`config.mk`:
```
export PLATFORM = sky130hd
export DESIGN_NAME = pipe_hazard_ctrl
export DESIGN_NICKNAME = d
export VERILOG_FILES = /design/src/rtl/pipe_ctrl_pkg.sv /design/src/rtl/fwd_select.sv /design/src/rtl/pipe_hazard_ctrl.sv
export SDC_FILE = /design/constraint.sdc
export NUM_CORES = 1
export LEC_CHECK = 0
export BUFFER_PORTS_ARGS = -buffer_cell sky130_fd_sc_hd__buf_2
export CORE_MARGIN = 2
export CORE_UTILIZATION = 45
export CTS_CLUSTER_DIAMETER = 200
export DETAILED_ROUTE_END_ITERATION = 12
export PLACE_DENSITY_LB_ADDON = 0.08
export SLEW_MARGIN = 0
export SYNTH_ARGS = -nofsm -noshare
export SYNTH_HDL_FRONTEND = slang
export SYNTH_HIERARCHICAL = 1
export SYNTH_SLANG_ARGS = --single-unit
```
`constraint.sdc`:
```
create_clock -name clk -period 1.96 [get_ports clk]
set_clock_uncertainty 0.1 [all_clocks]
set_input_delay 0.294 -clock clk [delete_from_list [all_inputs] [get_ports clk]]
set_output_delay 0.294 -clock clk [all_outputs]
set_load 0.1 [all_outputs]
```
`src/rtl/pipe_ctrl_pkg.sv`:
```
// Shared encodings for the pipeline hazard controller: FSM states, forwarding
// selects and the register-match helper used by hazard and forwarding logic.
package pipe_ctrl_pkg;

    localparam logic [1:0] ST_RUN    = 2'd0;
    localparam logic [1:0] ST_DRAIN  = 2'd1;
    localparam logic [1:0] ST_HALTED = 2'd2;
    localparam logic [1:0] ST_STEP   = 2'd3;

    localparam logic [1:0] FWD_RF  = 2'b00;
    localparam logic [1:0] FWD_MEM = 2'b10;
    localparam logic [1:0] FWD_WB  = 2'b01;

    // $0 is hard-wired to zero, so a write to it never creates a dependency.
    function automatic logic reg_hit(input logic [4:0] dest, input logic [4:0] src);
        return (dest != 5'd0) && (dest == src);
    endfunction

endpackage

```
`src/rtl/fwd_select.sv`:
```
// ALU operand forwarding select for one EX source register; the younger
// EX/MEM result takes precedence over MEM/WB when both match.
module fwd_select
    import pipe_ctrl_pkg::*;
(
    input  logic [4:0] src_i,
    input  logic       mem_regwrite_i,
    input  logic [4:0] mem_dest_i,
    input  logic       wb_regwrite_i,
    input  logic [4:0] wb_dest_i,
    output logic [1:0] sel_o
);

    always_comb begin
        if (mem_regwrite_i && reg_hit(mem_dest_i, src_i)) begin
            sel_o = FWD_MEM;
        end else if (wb_regwrite_i && reg_hit(wb_dest_i, src_i)) begin
            sel_o = FWD_WB;
        end else begin
            sel_o = FWD_RF;
        end
    end

endmodule

```
`src/rtl/pipe_hazard_ctrl.sv`:
```
// Pipeline sequencer for the 5-stage core: load-use stalls, taken-branch flushes,
// operand forwarding, debug halt/single-step drain, and stall/flush counters.
module pipe_hazard_ctrl
    import pipe_ctrl_pkg::*;
#(
    parameter int DRAIN_CYCLES = 3,
    parameter int CNT_W        = 16
) (
    input  logic             clk,
    input  logic             rst,
    input  logic             halt_req,
    input  logic             step_req,
    input  logic             id_valid,
    input  logic [4:0]       id_rs,
    input  logic [4:0]       id_rt,
    input  logic [4:0]       ex_rs,
    input  logic [4:0]       ex_rt,
    input  logic             ex_MemRead,
    input  logic [4:0]       ex_wb_dest,
    input  logic             mem_RegWrite,
    input  logic [4:0]       mem_wb_dest,
    input  logic             mem_branch,
    input  logic             mem_zero,
    input  logic             wb_RegWrite,
    input  logic [4:0]       wb_dest,
    output logic             pc_write,
    output logic             pc_src_branch,
    output logic             ifid_write,
    output logic             ifid_flush,
    output logic             idex_bubble,
    output logic             exmem_flush,
    output logic [1:0]       forward_a,
    output logic [1:0]       forward_b,
    output logic             halt_ack,
    output logic [CNT_W-1:0] stall_count,
    output logic [CNT_W-1:0] flush_count
);

    localparam int                 DRAIN_W    = (DRAIN_CYCLES > 1) ? $clog2(DRAIN_CYCLES) : 1;
    localparam logic [DRAIN_W-1:0] DRAIN_LOAD = DRAIN_W'(DRAIN_CYCLES - 1);

    logic [1:0]         state_q, state_d;
    logic [DRAIN_W-1:0] drain_cnt_q, drain_cnt_d;
    logic [CNT_W-1:0]   stall_count_q, stall_count_d;
    logic [CNT_W-1:0]   flush_count_q, flush_count_d;

    logic       take;
    logic       luse;
    logic       flowing;
    logic [1:0] fwd_a_raw, fwd_b_raw;

    assign take    = mem_branch && mem_zero;
    assign luse    = id_valid && ex_MemRead && (reg_hit(ex_wb_dest, id_rs) || reg_hit(ex_wb_dest, id_rt));
    assign flowing = (state_q == ST_RUN) || (state_q == ST_STEP);

    fwd_select u_fwd_a (
        .src_i          (ex_rs),
        .mem_regwrite_i (mem_RegWrite),
        .mem_dest_i     (mem_wb_dest),
        .wb_regwrite_i  (wb_RegWrite),
        .wb_dest_i      (wb_dest),
        .sel_o          (fwd_a_raw)
    );

    fwd_select u_fwd_b (
        .src_i          (ex_rt),
        .mem_regwrite_i (mem_RegWrite),
        .mem_dest_i     (mem_wb_dest),
        .wb_regwrite_i  (wb_RegWrite),
        .wb_dest_i      (wb_dest),
        .sel_o          (fwd_b_raw)
    );

    assign forward_a = rst ? FWD_RF : fwd_a_raw;
    assign forward_b = rst ? FWD_RF : fwd_b_raw;

    always_comb begin
        // NOTE: every output is defaulted before any branch, so no path can infer a latch.
        pc_write      = 1'b0;
        pc_src_branch = 1'b0;
        ifid_write    = 1'b0;
        ifid_flush    = 1'b0;
        idex_bubble   = 1'b0;
        exmem_flush   = 1'b0;
        halt_ack      = 1'b0;
        if (rst) begin
            ifid_flush  = 1'b1;
            idex_bubble = 1'b1;
            exmem_flush = 1'b1;
        end else begin
            pc_write    = flowing;
            ifid_write  = flowing;
            idex_bubble = !flowing;
            halt_ack    = (state_q == ST_HALTED);
            // A taken branch redirects even while draining or halted.
            if (take) begin
                pc_write      = 1'b1;
                pc_src_branch = 1'b1;
                ifid_flush    = 1'b1;
                idex_bubble   = 1'b1;
                exmem_flush   = 1'b1;
            end else if (luse) begin
                pc_write    = 1'b0;
                ifid_write  = 1'b0;
                idex_bubble = 1'b1;
            end
        end
    end

    always_comb begin
        state_d     = state_q;
        drain_cnt_d = drain_cnt_q;
        unique case (state_q)
            ST_RUN: begin
                if (halt_req) begin
                    state_d     = ST_DRAIN;
                    drain_cnt_d = DRAIN_LOAD;
                end
            end
            ST_DRAIN: begin
                if (!halt_req) begin
                    state_d = ST_RUN;
                end else if (drain_cnt_q == '0) begin
                    state_d = ST_HALTED;
                end else begin
                    drain_cnt_d = drain_cnt_q - 1'b1;
                end
            end
            ST_HALTED: begin
                if (!halt_req) begin
                    state_d = ST_RUN;
                end else if (step_req) begin
                    state_d = ST_STEP;
                end
            end
            ST_STEP: begin
                // The stepped instruction has issued once it is not held by a load-use stall.
                if (!luse || take) begin
                    state_d     = ST_DRAIN;
                    drain_cnt_d = DRAIN_LOAD;
                end
            end
            default: state_d = ST_RUN;
        endcase
    end

    always_comb begin
        stall_count_d = stall_count_q;
        flush_count_d = flush_count_q;
        if (take) begin
            if (flush_count_q != '1) flush_count_d = flush_count_q + 1'b1;
        end else if (luse) begin
            if (stall_count_q != '1) stall_count_d = stall_count_q + 1'b1;
        end
    end

    always_ff @(posedge clk) begin
        // NOTE: non-blocking assignments so every register samples pre-edge values, independent of statement order.
        if (rst) begin
            state_q       <= ST_RUN;
            drain_cnt_q   <= '0;
            stall_count_q <= '0;
            flush_count_q <= '0;
        end else begin
            state_q       <= state_d;
            drain_cnt_q   <= drain_cnt_d;
            stall_count_q <= stall_count_d;
            flush_count_q <= flush_count_d;
        end
    end

    assign stall_count = stall_count_q;
    assign flush_count = flush_count_q;

endmodule
```
* Word level (Yosys, flattened, before mapping)
Cells that the tools add are included.
** Word-level totals
- Memory bits (writable) :: 0
- Memories :: 0
- Register bits after elaboration :: 36
- Output and inout port bits :: 43
- Bits in latches :: 0
- Bits in read-only memories :: 0
** Cells by class
- $lt $le $gt $ge :: 0
- Shift operators :: 0
- $add $sub $neg :: 3
- Bitwise operators :: 1
- Multipliers :: 0
- Divide/modulo/power cells :: 0
- Equal/unequal tests :: 17
- Muxes and demuxes :: 30
- Reduce and logical (&&, ||, !) cells :: 28
** Operators by type and width (number)
- 16-bit by 1-bit adder with 16-bit output (second input constant) :: 2
- 16-bit != test (second input constant) :: 2
- 5-bit == test :: 6
- 2-bit two-way mux :: 14
- 5-bit nonzero test :: 3
- 1-bit two-way mux :: 14
- 1-bit logical AND :: 13
- 2-bit one-hot mux with 4 select lines :: 1
- 2-bit != test (second input constant) :: 3
- 3-bit != test (second input constant) :: 2
- 2-bit one-hot mux with 3 select lines :: 1
- 5-bit AND reduction :: 1
- 2-bit == test (second input constant) :: 2
- 2-bit logical NOT :: 2
- 4-bit AND reduction :: 1
- 1-bit logical OR :: 3
- 3-bit AND reduction :: 1
- 3-bit nonzero test :: 1
- 2-bit by 1-bit == test with 1-bit output (second input constant) :: 1
- 1-bit logical NOT :: 2
- 2-bit by 1-bit != test with 1-bit output (second input constant) :: 1
- 2-bit AND reduction :: 1
- 2-bit by 1-bit subtractor with 2-bit output (second input constant) :: 1
- 1-bit NOT :: 1

* Depth between registers and ports, before layout
- Word-level depth :: 8
- Depth in mapped cells :: 8
- Gate-level depth less buffers :: 8

* Modules after synthesis
Netlist, hierarchy kept.
** Modules (own cells, without submodules)
- pipe_hazard_ctrl :: area each 2075.7 um^2, times used 1, sequential area each 720.7 um^2, cells each 255
- fwd_select :: area each 151.4 um^2, times used 2, sequential area each 0.0 um^2, cells each 20

* Worst setup path before layout
OpenSTA, ideal clock, no wires.
- Path type :: input to output
- Start :: input ex_wb_dest[1]
- End :: output ifid_write
- Data required time :: 1566 ps
- Buffers on the path :: 0
- Arrival time :: 3111 ps
- Cell stages on the path :: 5
- Setup slack :: -1545 ps
- Cell sequence :: nor4_1 > a21oi_1 > and2_1 > and2_1 > nor3_1
** On the way
- Cells in the longest elaborated chain, start to end :: 7
- Elaborated cells on any way between the ends :: 10
- Classes of those cells :: 2 x eq/ne; 3 x mux; 5 x reduce/logical
** Ends and longest elaborated chain
- from (decl) :: RTL line pipe_hazard_ctrl.sv:19 : input logic [4:0] ex_wb_dest,
- 5-bit == test or 5-bit nonzero test (tied branches) :: RTL line pipe_ctrl_pkg.sv:16 : return (dest != 5'd0) && (dest == src);
- 1-bit logical AND :: RTL line pipe_ctrl_pkg.sv:16
- 1-bit logical OR (*) :: RTL line pipe_hazard_ctrl.sv:53 : assign luse = id_valid && ex_MemRead && (reg_hit(ex_wb_dest, id_rs) || reg_hit(ex_wb_dest, id_rt));
- 1-bit logical AND (*) :: RTL line pipe_hazard_ctrl.sv:53
- 1-bit two-way mux (*) :: RTL line pipe_hazard_ctrl.sv:102 : end else if (luse) begin
- 1-bit two-way mux (*) :: RTL line pipe_hazard_ctrl.sv:96 : if (take) begin
- 1-bit two-way mux (*) :: RTL line pipe_hazard_ctrl.sv:86 : if (rst) begin
- to (decl) :: RTL line pipe_hazard_ctrl.sv:28 : output logic ifid_write,
Every way passes the cells marked *; elsewhere a longest branch is shown, timed or not.

* Worst setup path after layout
- Start :: input ex_wb_dest[2]
- End :: output idex_bubble
** On the way
- Cells in the longest elaborated chain, start to end :: 7
- Elaborated cells on any way between the ends :: 10
- Classes of those cells :: 2 x eq/ne; 3 x mux; 5 x reduce/logical
** Ends and longest elaborated chain
- 5-bit == test or 5-bit nonzero test (tied branches) :: RTL line pipe_ctrl_pkg.sv:16
- 1-bit logical AND :: RTL line pipe_ctrl_pkg.sv:16
- 1-bit logical OR (*) :: RTL line pipe_hazard_ctrl.sv:53
- 1-bit logical AND (*) :: RTL line pipe_hazard_ctrl.sv:53
- 1-bit two-way mux (*) :: RTL line pipe_hazard_ctrl.sv:102
- 1-bit two-way mux (*) :: RTL line pipe_hazard_ctrl.sv:96
- 1-bit two-way mux (*) :: RTL line pipe_hazard_ctrl.sv:86
- to (decl) :: RTL line pipe_hazard_ctrl.sv:30 : output logic idex_bubble,
Marked as above.

==> impl_metrics.tcl <==
set metrics [dict create \
    count_of_buffers_from_port_buffering 87 \
    power.leakage_nw 1.48 \
    cts_root_buf "sky130_fd_sc_hd__clkbuf_8" \
    post-route-util_pct 69.8 \
    drt-wirelength-per-cell_um 13.5 \
    timing.final.crit_period_ns 1.95 \
    synth_nets 347 \
    layout_commonest_cell "sky130_fd_sc_hd__buf_2" \
    max-slew-margin-rel_pct 67.0 \
    drc 0 \
    yosys.area_share.adder_pct 3.68 \
    r2r-end "state_q[1]$_SDFFE_PP0P_" \
    vias 2512 \
    dpl.cell_count 459 \
    cts_max_level 2 \
    global_route_wire_length_before_repair_um 10600 \
    layout.nets 454 \
    post-route-cell-area_um2 3560 \
    stdcell_count 473 \
    coreArea_um2 5110 \
    power_density_nw_per_um2 503 \
    mappedNetlistArea_um2 2380 \
    area_growth_syn_to_layout_pct 49.9 \
    synth_warnings 6 \
    critPathLaunch "ex_wb_dest[2]" \
    numClockSinks 36 \
    slew_violations 0 \
    die_y_um 76.7 \
    dpl-instance-area_um2 3310 \
    synthSimpleGateAreaFrac_pct 30.0 \
    critical_path.max_fanout 3 \
    postRouteWirelength_um 6400 \
    max_slew.worst_pin.slew_ns 0.499 \
    crit_path_category "primary input to output pin" \
    timing.hold.worst.class "primary input to flop" \
    grt_start_max_net_pins 26 \
    crit_required_ns 1.57 \
    yosysSeqAreaShare_pct 30.3 \
    post_cts_hold_buffer_count 0 \
    ant_nets 0 \
    maxCapViolations 0 \
    crit_end "idex_bubble" \
    drive_above_1_share_pct 45.9 \
    synth_cell_types 45 \
    grt_pass1_vias 2310 \
    number_of_enable_flip_flop_cells_after_synthesis 0 \
    drt_iter0_drc 79 \
    vias_per_cell 5.31 \
    worst_reg_to_reg_setup_slack_ns 0.14 \
    floorplan.rows 26 \
    cts_buffers 5 \
    worstSetupStartpointType "primary input" \
    die_w_um 76.7 \
    antenna-diode-count 0 \
    postSynthCellCount 295 \
    postSynth.topFlopCell "sky130_fd_sc_hd__dfxtp_1" \
    post_detail_place_hpwl_um 4650 \
    layout_worst_path_cycle_share_pct 99.4 \
    ff2ff_path_depth 7 \
    worst_skew_pair.late_latency_ns 0.28 \
    report.final.hold_viol_count 0 \
    r2r_start "state_q[0]$_SDFFE_PP0P_" \
    layout.cells.most_common_list "sky130_fd_sc_hd__buf_2, sky130_fd_sc_hd__nand2_1, sky130_fd_sc_hd__dfxtp_4" \
    crit_path_end_kind "output pin" \
    max_clock_freq_ghz 0.513 \
    synth-seq-cells 36 \
    fin_tns_setup_ns 0 \
    finalSetupViolations 0 \
    num_io_pins 88 \
    post_synth_mux_area_share_pct 0.842 \
    power.ir.vdd_worst_uv 404 \
    die_area_um2 5880 \
    grt_remaining_overflow 0 \
    synth-async-reset-ratio_pct 0 \
    mean_post_synth_cell_area_um2 8.06 \
    grt_setup_unrepaired "yes" \
    finalWorstSetupSlack_ns 0.0122 \
    synthXorXnorAreaFrac_pct 15.8 \
    post_synthesis_compound_gate_area_fraction_pct 15.4 \
    dominant_combinational_cell_family_by_area_after_synthesis "simple AND/OR/NAND/NOR gates" \
    cts_max_path_buffers 2 \
    start_util_pct 46.6 \
    tritoncts "done" \
    dpl_worst_slack_ns -0.157 \
    gp_routability_congestion 0.828 \
    track_usage_pct 21.7 \
    cts.clk_slew.worst_paths_ns 0.07 \
    detailedRoute.firstPassIterationCount 4 \
    cp_data_arrival_time_ns 1.55 \
    antenna_found_initial 0 \
    run_status "finished, final reports clean" \
]
## critical path, cell delays in order
cell                       delay, ns
sky130_fd_sc_hd__buf_6          0.11
sky130_fd_sc_hd__nor4_4         0.33
sky130_fd_sc_hd__a21oi_2        0.10
sky130_fd_sc_hd__buf_4          0.14
sky130_fd_sc_hd__a211oi_2       0.20
sky130_fd_sc_hd__buf_4          0.16
sky130_fd_sc_hd__nand2_4        0.05
sky130_fd_sc_hd__buf_12         0.17
## where the power goes
| group | internal, mW | switching, mW | leakage [nW] | total, mW |
|---|---|---|---|---|
| Clock | 0.242 | 0.252 | 0.0403 | 0.494 |
| Sequential | 0.714 | 0.0106 | 0.315 | 0.725 |
| Combinational | 0.236 | 0.338 | 1.13 | 0.574 |
## cells by family (layout without fill, tap and decap cells)
| kind of cell | Yosys count | count (layout) |
|---|---|---|
| mux | 2 | 2 |
| xor+xnor | 43 | 43 |
| simple gates | 136 | 136 |
| fa+ha+maj | 7 | 7 |
| flops | 36 | 36 |
| buf+inv | 22 | 130 |
| compound gates | 49 | 49 |
## cell usage after synthesis, drive strengths merged (2+ instances only)
cell type,n,area [um^2]
dfxtp,36,721
nand2,31,124
xnor2,24,210
nor2,23,86.3
nand3,20,100
xor2,19,166
a21oi,17,85.1
inv,13,48.8
nor3,13,75.1
and3,10,62.6
o21ai,9,45.0
nand4,8,50.1
ha,7,87.6
nor2b,7,43.8
clkbuf,6,22.5
and2,5,31.3
nor4,5,37.5
o31ai,5,37.5
or3,4,25.0
or4,4,30.0
a211oi,3,32.5
and4,3,26.3
buf,3,22.5
o41ai,3,41.3
a311oi,2,17.5
a31oi,2,27.5
mux2i,2,20.0
o211ai,2,15.0
or2,2,12.5
## routing by layer
metal | vias up | track usage (%) | part of all wire (%)
li1 | 1264 | - | -
met1 | 1152 | 27.7 | 43
met2 | 83 | 37.8 | 51
met3 | 13 | 3.88 | 5.2
met4 | 0 | 5.09 | 1.2
met5 | - | 0 | 0
## state kept, by name, summed over array words and instances (netlist names)
| name | count |
|---|---|
| stall_count | 16 |
| drain_cnt_q | 2 |
| state_q | 2 |
| flush_count | 16 |
## metrics by stage
stage | hold slack, ns | power (mW)
finish | 0.155 | 1.79
detailed placement | 0.377 | 1.26
CTS | 0.144 | 1.79
global route | 0.135 | 1.88
floorplan | 0.364 | 1.07
global placement | 0.368 | 1.25
## cell type report
type,instances,area [um^2]
multi-input combinational,237,1750
fill,432,1540
sequential,36,826
timing repair buffer,109,777
tap,70,87.6
clock buffer,6,72.6
inverter,13,48.8
clock inverter,2,7.51
## worst min path at each step
stage                     cells after the start                           end                         start  slack [ns]
after CTS                                     2       state_q[0]$_SDFFE_PP0P_                           rst        0.14
after floorplan                               2       state_q[0]$_SDFFE_PP0P_                      halt_req        0.36
after global routing                          2       state_q[0]$_SDFFE_PP0P_                           rst        0.14
after detailed placement                      2  stall_count[13]$_SDFFE_PP0P_  stall_count[13]$_SDFFE_PP0P_        0.38
after global placement                        2  stall_count[13]$_SDFFE_PP0P_  stall_count[13]$_SDFFE_PP0P_        0.37
final                                         2       state_q[0]$_SDFFE_PP0P_                           rst        0.15
## what timing repair did
action | in CTS | in global routing
setup buffers | 5 | 1
resized for setup | 16 | 12
gates cloned | 0 | 0
setup endpoints to repair | 3 | 9
pin swaps | 8 | 11
No activity file was read; power rests on OpenSTA's default activity.
